**src/rtl/alu_seq_exec.sv**
```systemverilog
// Sequential ALU execute unit: single-cycle arithmetic/logic ops plus
// iterative 1-bit-per-cycle shifts behind a start/busy/done handshake.
//
// state | meaning
// IDLE  | waiting for start; single-cycle ops complete from here
// SHIFT | shifting acc_q one bit per cycle until cnt_q reaches 1
module alu_seq_exec #(
    parameter int N = 8
) (
    input  logic         clk,
    input  logic         rst_n,
    input  logic         start,
    input  logic [3:0]   op,
    input  logic [N-1:0] A,
    input  logic [N-1:0] B,
    output logic         busy,
    output logic         done,
    output logic [N-1:0] result,
    output logic         zero,
    output logic         carry
);

    localparam int SHW = $clog2(N);

    localparam logic [3:0] OP_ADD  = 4'd0;
    localparam logic [3:0] OP_SUB  = 4'd1;
    localparam logic [3:0] OP_AND  = 4'd2;
    localparam logic [3:0] OP_OR   = 4'd3;
    localparam logic [3:0] OP_XOR  = 4'd4;
    localparam logic [3:0] OP_SELA = 4'd5;
    localparam logic [3:0] OP_SELB = 4'd6;
    localparam logic [3:0] OP_SLL  = 4'd8;
    localparam logic [3:0] OP_SRL  = 4'd9;
    localparam logic [3:0] OP_SRA  = 4'd10;

    localparam logic [1:0] SH_SLL = 2'd0;
    localparam logic [1:0] SH_SRL = 2'd1;
    localparam logic [1:0] SH_SRA = 2'd2;

    typedef enum logic {
        IDLE,
        SHIFT
    } state_t;

    state_t         state_q, state_d;
    logic [N-1:0]   acc_q, acc_d;
    logic [SHW-1:0] cnt_q, cnt_d;
    logic [1:0]     sop_q, sop_d;
    logic [N-1:0]   result_q, result_d;
    logic           carry_q, carry_d;
    logic           zero_q, zero_d;
    logic           done_q, done_d;

    logic [N-1:0]   alu_res;
    logic           alu_c;
    logic [N:0]     sum;
    logic           is_shift;
    logic [1:0]     sop_in;
    logic [SHW-1:0] shamt;
    logic [N-1:0]   acc_sh;
    logic           bit_out;

    assign shamt = B[SHW-1:0];

    // Single-cycle datapath; SUB carry is the carry-out of A + ~B + 1.
    always_comb begin
        alu_res  = '0;
        alu_c    = 1'b0;
        sum      = '0;
        is_shift = 1'b0;
        sop_in   = SH_SLL;
        case (op)
            OP_ADD: begin
                sum     = {1'b0, A} + {1'b0, B};
                alu_res = sum[N-1:0];
                alu_c   = sum[N];
            end
            OP_SUB: begin
                sum     = {1'b0, A} + {1'b0, ~B} + {{N{1'b0}}, 1'b1};
                alu_res = sum[N-1:0];
                alu_c   = sum[N];
            end
            OP_AND:  alu_res = A & B;
            OP_OR:   alu_res = A | B;
            OP_XOR:  alu_res = A ^ B;
            OP_SELA: alu_res = A;
            OP_SELB: alu_res = B;
            OP_SLL: begin
                is_shift = 1'b1;
                sop_in   = SH_SLL;
            end
            OP_SRL: begin
                is_shift = 1'b1;
                sop_in   = SH_SRL;
            end
            OP_SRA: begin
                is_shift = 1'b1;
                sop_in   = SH_SRA;
            end
            default: begin
                alu_res = '0;
                alu_c   = 1'b0;
            end
        endcase
    end

    always_comb begin
        acc_sh  = acc_q;
        bit_out = 1'b0;
        case (sop_q)
            SH_SLL: begin
                acc_sh  = {acc_q[N-2:0], 1'b0};
                bit_out = acc_q[N-1];
            end
            SH_SRL: begin
                acc_sh  = {1'b0, acc_q[N-1:1]};
                bit_out = acc_q[0];
            end
            SH_SRA: begin
                acc_sh  = {acc_q[N-1], acc_q[N-1:1]};
                bit_out = acc_q[0];
            end
            default: begin
                acc_sh  = acc_q;
                bit_out = 1'b0;
            end
        endcase
    end

    always_comb begin
        state_d  = state_q;
        acc_d    = acc_q;
        cnt_d    = cnt_q;
        sop_d    = sop_q;
        result_d = result_q;
        carry_d  = carry_q;
        zero_d   = zero_q;
        done_d   = 1'b0;
        case (state_q)
            IDLE: begin
                if (start) begin
                    if (is_shift && (shamt != '0)) begin
                        acc_d   = A;
                        cnt_d   = shamt;
                        sop_d   = sop_in;
                        state_d = SHIFT;
                    end else begin
                        // A zero-distance shift degenerates to a pass of A.
                        result_d = is_shift ? A : alu_res;
                        carry_d  = is_shift ? 1'b0 : alu_c;
                        zero_d   = is_shift ? (A == '0) : (alu_res == '0);
                        done_d   = 1'b1;
                    end
                end
            end
            SHIFT: begin
                acc_d = acc_sh;
                cnt_d = cnt_q - SHW'(1);
                if (cnt_q == SHW'(1)) begin
                    result_d = acc_sh;
                    carry_d  = bit_out;
                    zero_d   = (acc_sh == '0);
                    done_d   = 1'b1;
                    cnt_d    = '0;
                    state_d  = IDLE;
                end
            end
            default: state_d = IDLE;
        endcase
    end

    always_ff @(posedge clk or negedge rst_n) begin
        if (!rst_n) begin
            state_q  <= IDLE;
            acc_q    <= '0;
            cnt_q    <= '0;
            sop_q    <= SH_SLL;
            result_q <= '0;
            carry_q  <= 1'b0;
            zero_q   <= 1'b0;
            done_q   <= 1'b0;
        end else begin
            state_q  <= state_d;
            acc_q    <= acc_d;
            cnt_q    <= cnt_d;
            sop_q    <= sop_d;
            result_q <= result_d;
            carry_q  <= carry_d;
            zero_q   <= zero_d;
            done_q   <= done_d;
        end
    end

    assign busy   = (state_q == SHIFT);
    assign done   = done_q;
    assign result = result_q;
    assign zero   = zero_q;
    assign carry  = carry_q;

endmodule

```
**config.mk**
```make
export PLATFORM = sky130hd
export DESIGN_NAME = alu_seq_exec
export DESIGN_NICKNAME = d
export VERILOG_FILES = /design/src/rtl/alu_seq_exec.sv
export SDC_FILE = /design/constraint.sdc
export NUM_CORES = 1
export LEC_CHECK = 0
export ABC_AREA = 1
export BUFFER_PORTS_ARGS = -buffer_cell sky130_fd_sc_hd__buf_4
export CAP_MARGIN = 20
export CORE_UTILIZATION = 59
export DETAILED_ROUTE_END_ITERATION = 7
export PLACE_DENSITY_LB_ADDON = 0.25
export SLEW_MARGIN = 10
export SYNTH_ARGS = -nofsm -noshare
export SYNTH_HDL_FRONTEND = slang
export SYNTH_SLANG_ARGS = --single-unit
```
**constraint.sdc**
```tcl
create_clock -name clk -period 2.3 [get_ports clk]
set_clock_uncertainty 0.1 [all_clocks]
set_input_delay 0.23 -clock clk [delete_from_list [all_inputs] [get_ports clk]]
set_output_delay 0.23 -clock clk [all_outputs]
set_load 0.05 [all_outputs]
```
### Word-level counts from Yosys, hierarchy flattened

Index checks and enable logic that the tools add are counted.

* register bits after elaboration: 25
* input bits: 23
* output and inout port bits: 12
* logic and storage cells: 81

* add/sub/neg operators: 4
* eq/ne operators: 16
* mux-type cells: 36
* bitwise operators: 5
* reduce and logical (&&, ||, !) cells: 12

Operators with widths (number)
* $pmux 8 s7: 1
* $mux 8: 6
* $pmux 8 s2: 2
* $logic_not 8->1: 3
* $pmux 8 s3: 1
* $add 8x8->9: 2
* $mux 1: 15
* $eq 4x3->1 const B: 3
* $eq 4x4->1 const B: 3
* $pmux 1 s2: 6
* $add 9x1->9 const B: 1
* $mux 3: 3
* $and 8x8->8: 1
* $eq 4x2->1 const B: 2
* $not 8->8: 1
* $or 8x8->8: 1
* $xor 8x8->8: 1
* $ne 2x2->1 const B: 3
* $pmux 3 s2: 1
* $reduce_and 3->1: 2
* $eq 4x1->1 const B: 1
* $logic_not 4->1: 1
* $pmux 2 s2: 1
* $eq 3x1->1 const B: 1
* 11 further kinds: 11

### Logic depth before layout (Yosys ltp)

* word-level depth: 9
* mapped depth: 17

### Worst setup path before layout

No wires, ideal clock.

* kind: input to register
* start: input port A[0]
* end: register zero_q, in the netlist zero
* setup time: 0.077 ns
* arrival time: 1.873 ns
* path slack: 0.249 ns
* stages: 14
* path buffers: 0
* cell sequence: inv_1 > ha_1 > fa_1 > o21ai_0 > nand3_1 > nand2_1 > nand2_1 > nand3_1 > nand3_1 > nor2_1 > nand3_1 > nand2_1 > nand2_1 > a21oi_1

* word-level cells in the longest chain between the ends: 8

Ends and longest elaborated chain
* start, declared: RTL line 14 `input logic [N-1:0] A,`
* $add 8x8->9: RTL line 79 `sum = {1'b0, A} + {1'b0, ~B} + {{N{1'b0}}, 1'b1};`
* $add 9x1->9: RTL line 79
* $pmux 8 s7: RTL line 72 `case (op)`
* $logic_not 8->1: RTL line 151 `zero_d = is_shift ? (A == '0) : (alu_res == '0);`
* $mux 1 (*): RTL line 151
* $mux 1 (*): RTL line 142 `if (is_shift && (shamt != '0)) begin`
* $mux 1 (*): RTL line 141 `if (start) begin`
* $pmux 1 s2 (*): RTL line 139 `case (state_q)`
* end signal, assigned: RTL line 189 `zero_q <= zero_d;`
* end, declared: RTL line 51 `logic zero_q, zero_d;`

Mark *: on every way between the ends. The rest lies on a longest branch, timed or not. The select of a mux whose other input is x is not followed.
A chain may end at the register's enable or synchronous reset.

### Worst setup path after layout

Same ends and word-level chain as after synthesis.

==> metrics.txt <==
# TYPE chip_impl_metric gauge
chip_impl_metric{name="synth_cell_types",unit=""} 40
chip_impl_metric{name="dp.final_hpwl",unit="µm"} 6210
chip_impl_metric{name="report.final.hold_viol_count",unit=""} 0
chip_impl_metric{name="final_period_minus_worst_setup_slack",unit="ns"} 2.11
chip_impl_info{name="clk_root_buffer_cell",value="sky130_fd_sc_hd__clkbuf_8"} 1
chip_impl_info{name="cells_taking_the_most_area_after_synthesis",value="sky130_fd_sc_hd__dfrtp_1 (22%), sky130_fd_sc_hd__ha_1 (13%), sky130_fd_sc_hd__nand2_1 (13%), sky130_fd_sc_hd__nand3_1 (8.8%), sky130_fd_sc_hd__inv_1 (8.2%)"} 1
chip_impl_metric{name="die_y",unit="µm"} 70.8
chip_impl_metric{name="relSlewSlack",unit="%"} 51.5
chip_impl_metric{name="site_row_count",unit=""} 24
chip_impl_metric{name="clk_pin_slew",unit="ns"} 0.09
chip_impl_metric{name="layout-drive-gt1-share",unit="%"} 15.2
chip_impl_info{name="timing.hold.worst.class",value="in2reg"} 1
chip_impl_metric{name="clock_latency",unit="ns"} 0.27
chip_impl_metric{name="antenna_left",unit=""} 0
chip_impl_info{name="rsz0062_at_grt",value="false"} 1
chip_impl_metric{name="worst_ir_drop_vdd",unit="mV"} 0.465
chip_impl_metric{name="post_drt_wl_per_cell",unit="µm"} 14.9
chip_impl_metric{name="numPortBuffers",unit=""} 34
chip_impl_metric{name="max_transition_viols_final",unit=""} 0
chip_impl_metric{name="synth_sequential_area_ratio",unit="%"} 22.4
chip_impl_metric{name="first_iter_violations",unit=""} 344
chip_impl_metric{name="postSynthNetCount",unit=""} 488
chip_impl_metric{name="cap_violations",unit=""} 0
chip_impl_metric{name="gp_routability_congestion",unit=""} 0.949
chip_impl_metric{name="total_power",unit="W"} 0.00278
chip_impl_metric{name="cts_buffer_depth",unit=""} 2
chip_impl_metric{name="grt_pass1_vias",unit=""} 2854
chip_impl_metric{name="grt_overflow",unit=""} 0
chip_impl_metric{name="drt_drc_violations_left",unit=""} 0
chip_impl_metric{name="timing.setup.tns",unit="ns"} 0
chip_impl_metric{name="fillCellCount",unit=""} 358
chip_impl_metric{name="core-area",unit="µm²"} 4440
chip_impl_metric{name="avgViaCountPerCell",unit=""} 5.86
chip_impl_metric{name="drt-total-wl",unit="µm"} 7830
chip_impl_metric{name="floorplan.die_area",unit="µm²"} 5020
chip_impl_metric{name="max_freq",unit="MHz"} 475
chip_impl_metric{name="fin_worst_hold_slack",unit="ns"} 0.206
chip_impl_metric{name="clock_sinks",unit=""} 25
chip_impl_info{name="dominantRegCellSynth",value="sky130_fd_sc_hd__dfrtp_1"} 1
chip_impl_info{name="commonest_non_fill_non_tap_cells_in_the_layout",value="sky130_fd_sc_hd__nand2_1 (99), sky130_fd_sc_hd__inv_1 (61), sky130_fd_sc_hd__nand3_1 (49), sky130_fd_sc_hd__nor2_1 (47), sky130_fd_sc_hd__buf_4 (45)"} 1
chip_impl_metric{name="io-pin-count",unit=""} 35
chip_impl_metric{name="synth-seq-cells",unit=""} 25
chip_impl_metric{name="clock_tree.htree_level_count",unit=""} 1
chip_impl_metric{name="antennaDiodeCount",unit=""} 0
chip_impl_metric{name="synth-edff-count",unit=""} 0
chip_impl_metric{name="cts_inserted_buffers",unit=""} 3
chip_impl_metric{name="static-leakage-power",unit="nW"} 1.70
chip_impl_metric{name="first_pass_iters",unit=""} 7
chip_impl_info{name="cp-end-kind",value="register"} 1
chip_impl_metric{name="timing.final.crit_share",unit="%"} 91.5
chip_impl_metric{name="timing.reg2reg.setup_slack",unit="ns"} 0.22
chip_impl_metric{name="synth_async_sr_flop_share",unit="%"} 100
chip_impl_info{name="synth_top_area_cell",value="sky130_fd_sc_hd__dfrtp_1"} 1
chip_impl_metric{name="number_of_synthesis_warnings",unit=""} 0
chip_impl_info{name="path_class",value="in2reg"} 1
chip_impl_metric{name="syn_avg_cell_area",unit="µm²"} 6.46
chip_impl_metric{name="critPathArrivalTime",unit="ns"} 2.20
chip_impl_metric{name="fin_nets",unit=""} 529
chip_impl_metric{name="data_required_critical_path",unit="ns"} 2.40
chip_impl_info{name="critical_path.startpoint_type",value="input pin"} 1
chip_impl_metric{name="route.vias.total",unit=""} 3075
chip_impl_metric{name="die_width",unit="µm"} 70.8
chip_impl_info{name="cts_tree",value="done"} 1
chip_impl_metric{name="max_slew.worst_pin.slew",unit="ns"} 0.725
chip_impl_info{name="status",value="finished, final reports clean"} 1
chip_impl_metric{name="grt_max_degree",unit=""} 26
chip_impl_metric{name="postSynthCellCount",unit=""} 433
chip_impl_metric{name="cp_max_fo",unit=""} 3
chip_impl_metric{name="yosys.area.top_type_share",unit="%"} 22.4
chip_impl_info{name="final_common_cell",value="sky130_fd_sc_hd__nand2_1"} 1
chip_impl_metric{name="grtUsageTotal",unit="%"} 31.4
chip_impl_metric{name="grt_first_pass_wirelength",unit="µm"} 12800
chip_impl_metric{name="setup_violations",unit=""} 0
chip_impl_metric{name="initial_utilization",unit="%"} 62.9
chip_impl_metric{name="syn_area",unit="µm²"} 2800
chip_impl_metric{name="total_power_per_unit_cell_area",unit="nW/µm²"} 867
chip_impl_metric{name="initial_antenna_violation_count",unit=""} 0
chip_impl_metric{name="stdcell_count",unit=""} 525
chip_impl_metric{name="area_grow_syn2layout",unit="%"} 14.5
chip_impl_metric{name="placed_cells",unit=""} 520
chip_impl_metric{name="cts_post_setup_buffers_inserted",unit=""} 0
[cell usage after synthesis (all sizes together), types with 2 or more instances]
cell type / n
ha: 30
clkbuf: 3
dfrtp: 25
a31oi: 11
inv: 67
fa: 2
nor3: 6
buf: 7
nor2: 53
xnor2: 2
a21oi: 14
nand3b: 3
nand2: 104
o31ai: 2
o221ai: 6
o21ai: 27
nor4: 2
o22ai: 5
nand3: 49
or2: 3
o211ai: 6
[final timing paths]
kind	to	from	cells after the start
worst max-delay path	zero	A[0]	18
worst min-delay path	cnt_q[1]	B[1]	3
worst max register to register	zero	sop_q[0]	7
worst min register to register	result[5]	result[5]	2
max in group asynchronous	carry	rst_n	2
min in group asynchronous	cnt_q[0]	rst_n	2
[per-stage QoR]
step                setup WS [ns]  instance area, µm²  util [%]
detailed placement        -0.0742                3140      70.7
CTS                         0.198                3200      72.0
global placement           0.0193                3140      70.7
finish                      0.194                3200      72.1
floorplan                   0.249                2800         -
global route              0.00202                3200      72.1
[flip-flops by register name, summed over array words and instances, names as in the netlist]
name and count:
cnt_q 3, zero 1, carry 1, done 1, acc_q 8, sop_q 2, result 8, busy 1
[layer usage]
| layer | track usage [%] | up-vias | part of all wire [%] |
|---|---|---|---|
| met5 | 0 | - | 0 |
| met4 | 11.1 | 0 | 2.1 |
| met3 | 1.99 | 25 | 6.6 |
| met2 | 54.8 | 166 | 48 |
| met1 | 41.1 | 1388 | 43 |
| li1 | - | 1496 | - |
[cells by family after synthesis]
family,count (synthesis),share of synthesized area (%)
compound gates,74,16.2
xor+xnor,2,0.627
fa+ha+maj,32,14.9
buf+inv,78,11.1
flops,25,22.4
simple gates,222,34.8
[critical path, cell delays in order]
cell                      delay, ns
sky130_fd_sc_hd__buf_4         0.09
sky130_fd_sc_hd__inv_1         0.05
sky130_fd_sc_hd__ha_1          0.23
sky130_fd_sc_hd__fa_1          0.40
sky130_fd_sc_hd__buf_4         0.16
sky130_fd_sc_hd__nor2_1        0.11
sky130_fd_sc_hd__nor2_1        0.07
sky130_fd_sc_hd__nand2_1       0.07
sky130_fd_sc_hd__nand2_1       0.05
sky130_fd_sc_hd__nor2_1        0.08
sky130_fd_sc_hd__nand2_1       0.06
sky130_fd_sc_hd__nor2_1        0.10
sky130_fd_sc_hd__nand2_1       0.07
sky130_fd_sc_hd__nor3_2        0.11
sky130_fd_sc_hd__nand3_1       0.08
sky130_fd_sc_hd__nand2_1       0.06
sky130_fd_sc_hd__nand2_1       0.06
sky130_fd_sc_hd__a21oi_2       0.13
[layout make-up]
| cell class | count | area [µm²] | area share [%] |
|---|---|---|---|
| timing repair buffer | 46 | 348 | 10.9 |
| sequential | 25 | 626 | 19.5 |
| tap | 52 | 65.1 | 2.03 |
| multi-input combinational | 330 | 1860 | 58.2 |
| clock buffer | 3 | 41.3 | 1.29 |
| inverter | 68 | 255 | 7.97 |
| clock inverter | 1 | 5.00 | 0.156 |
[power by group]
part           internal, W  leakage (nW)  switching (W)
clock             0.000121        0.0255       0.000139
sequential        0.000638         0.312       0.000127
combinational     0.000570          1.36        0.00118
[what timing repair did]
item	4_1_cts	5_1_grt
gates resized for setup	0	2
hold buffers	1	0
setup endpoints to repair	0	1
hold endpoints to repair	25	0
Note: power is estimated with default switching activity, not from simulation.
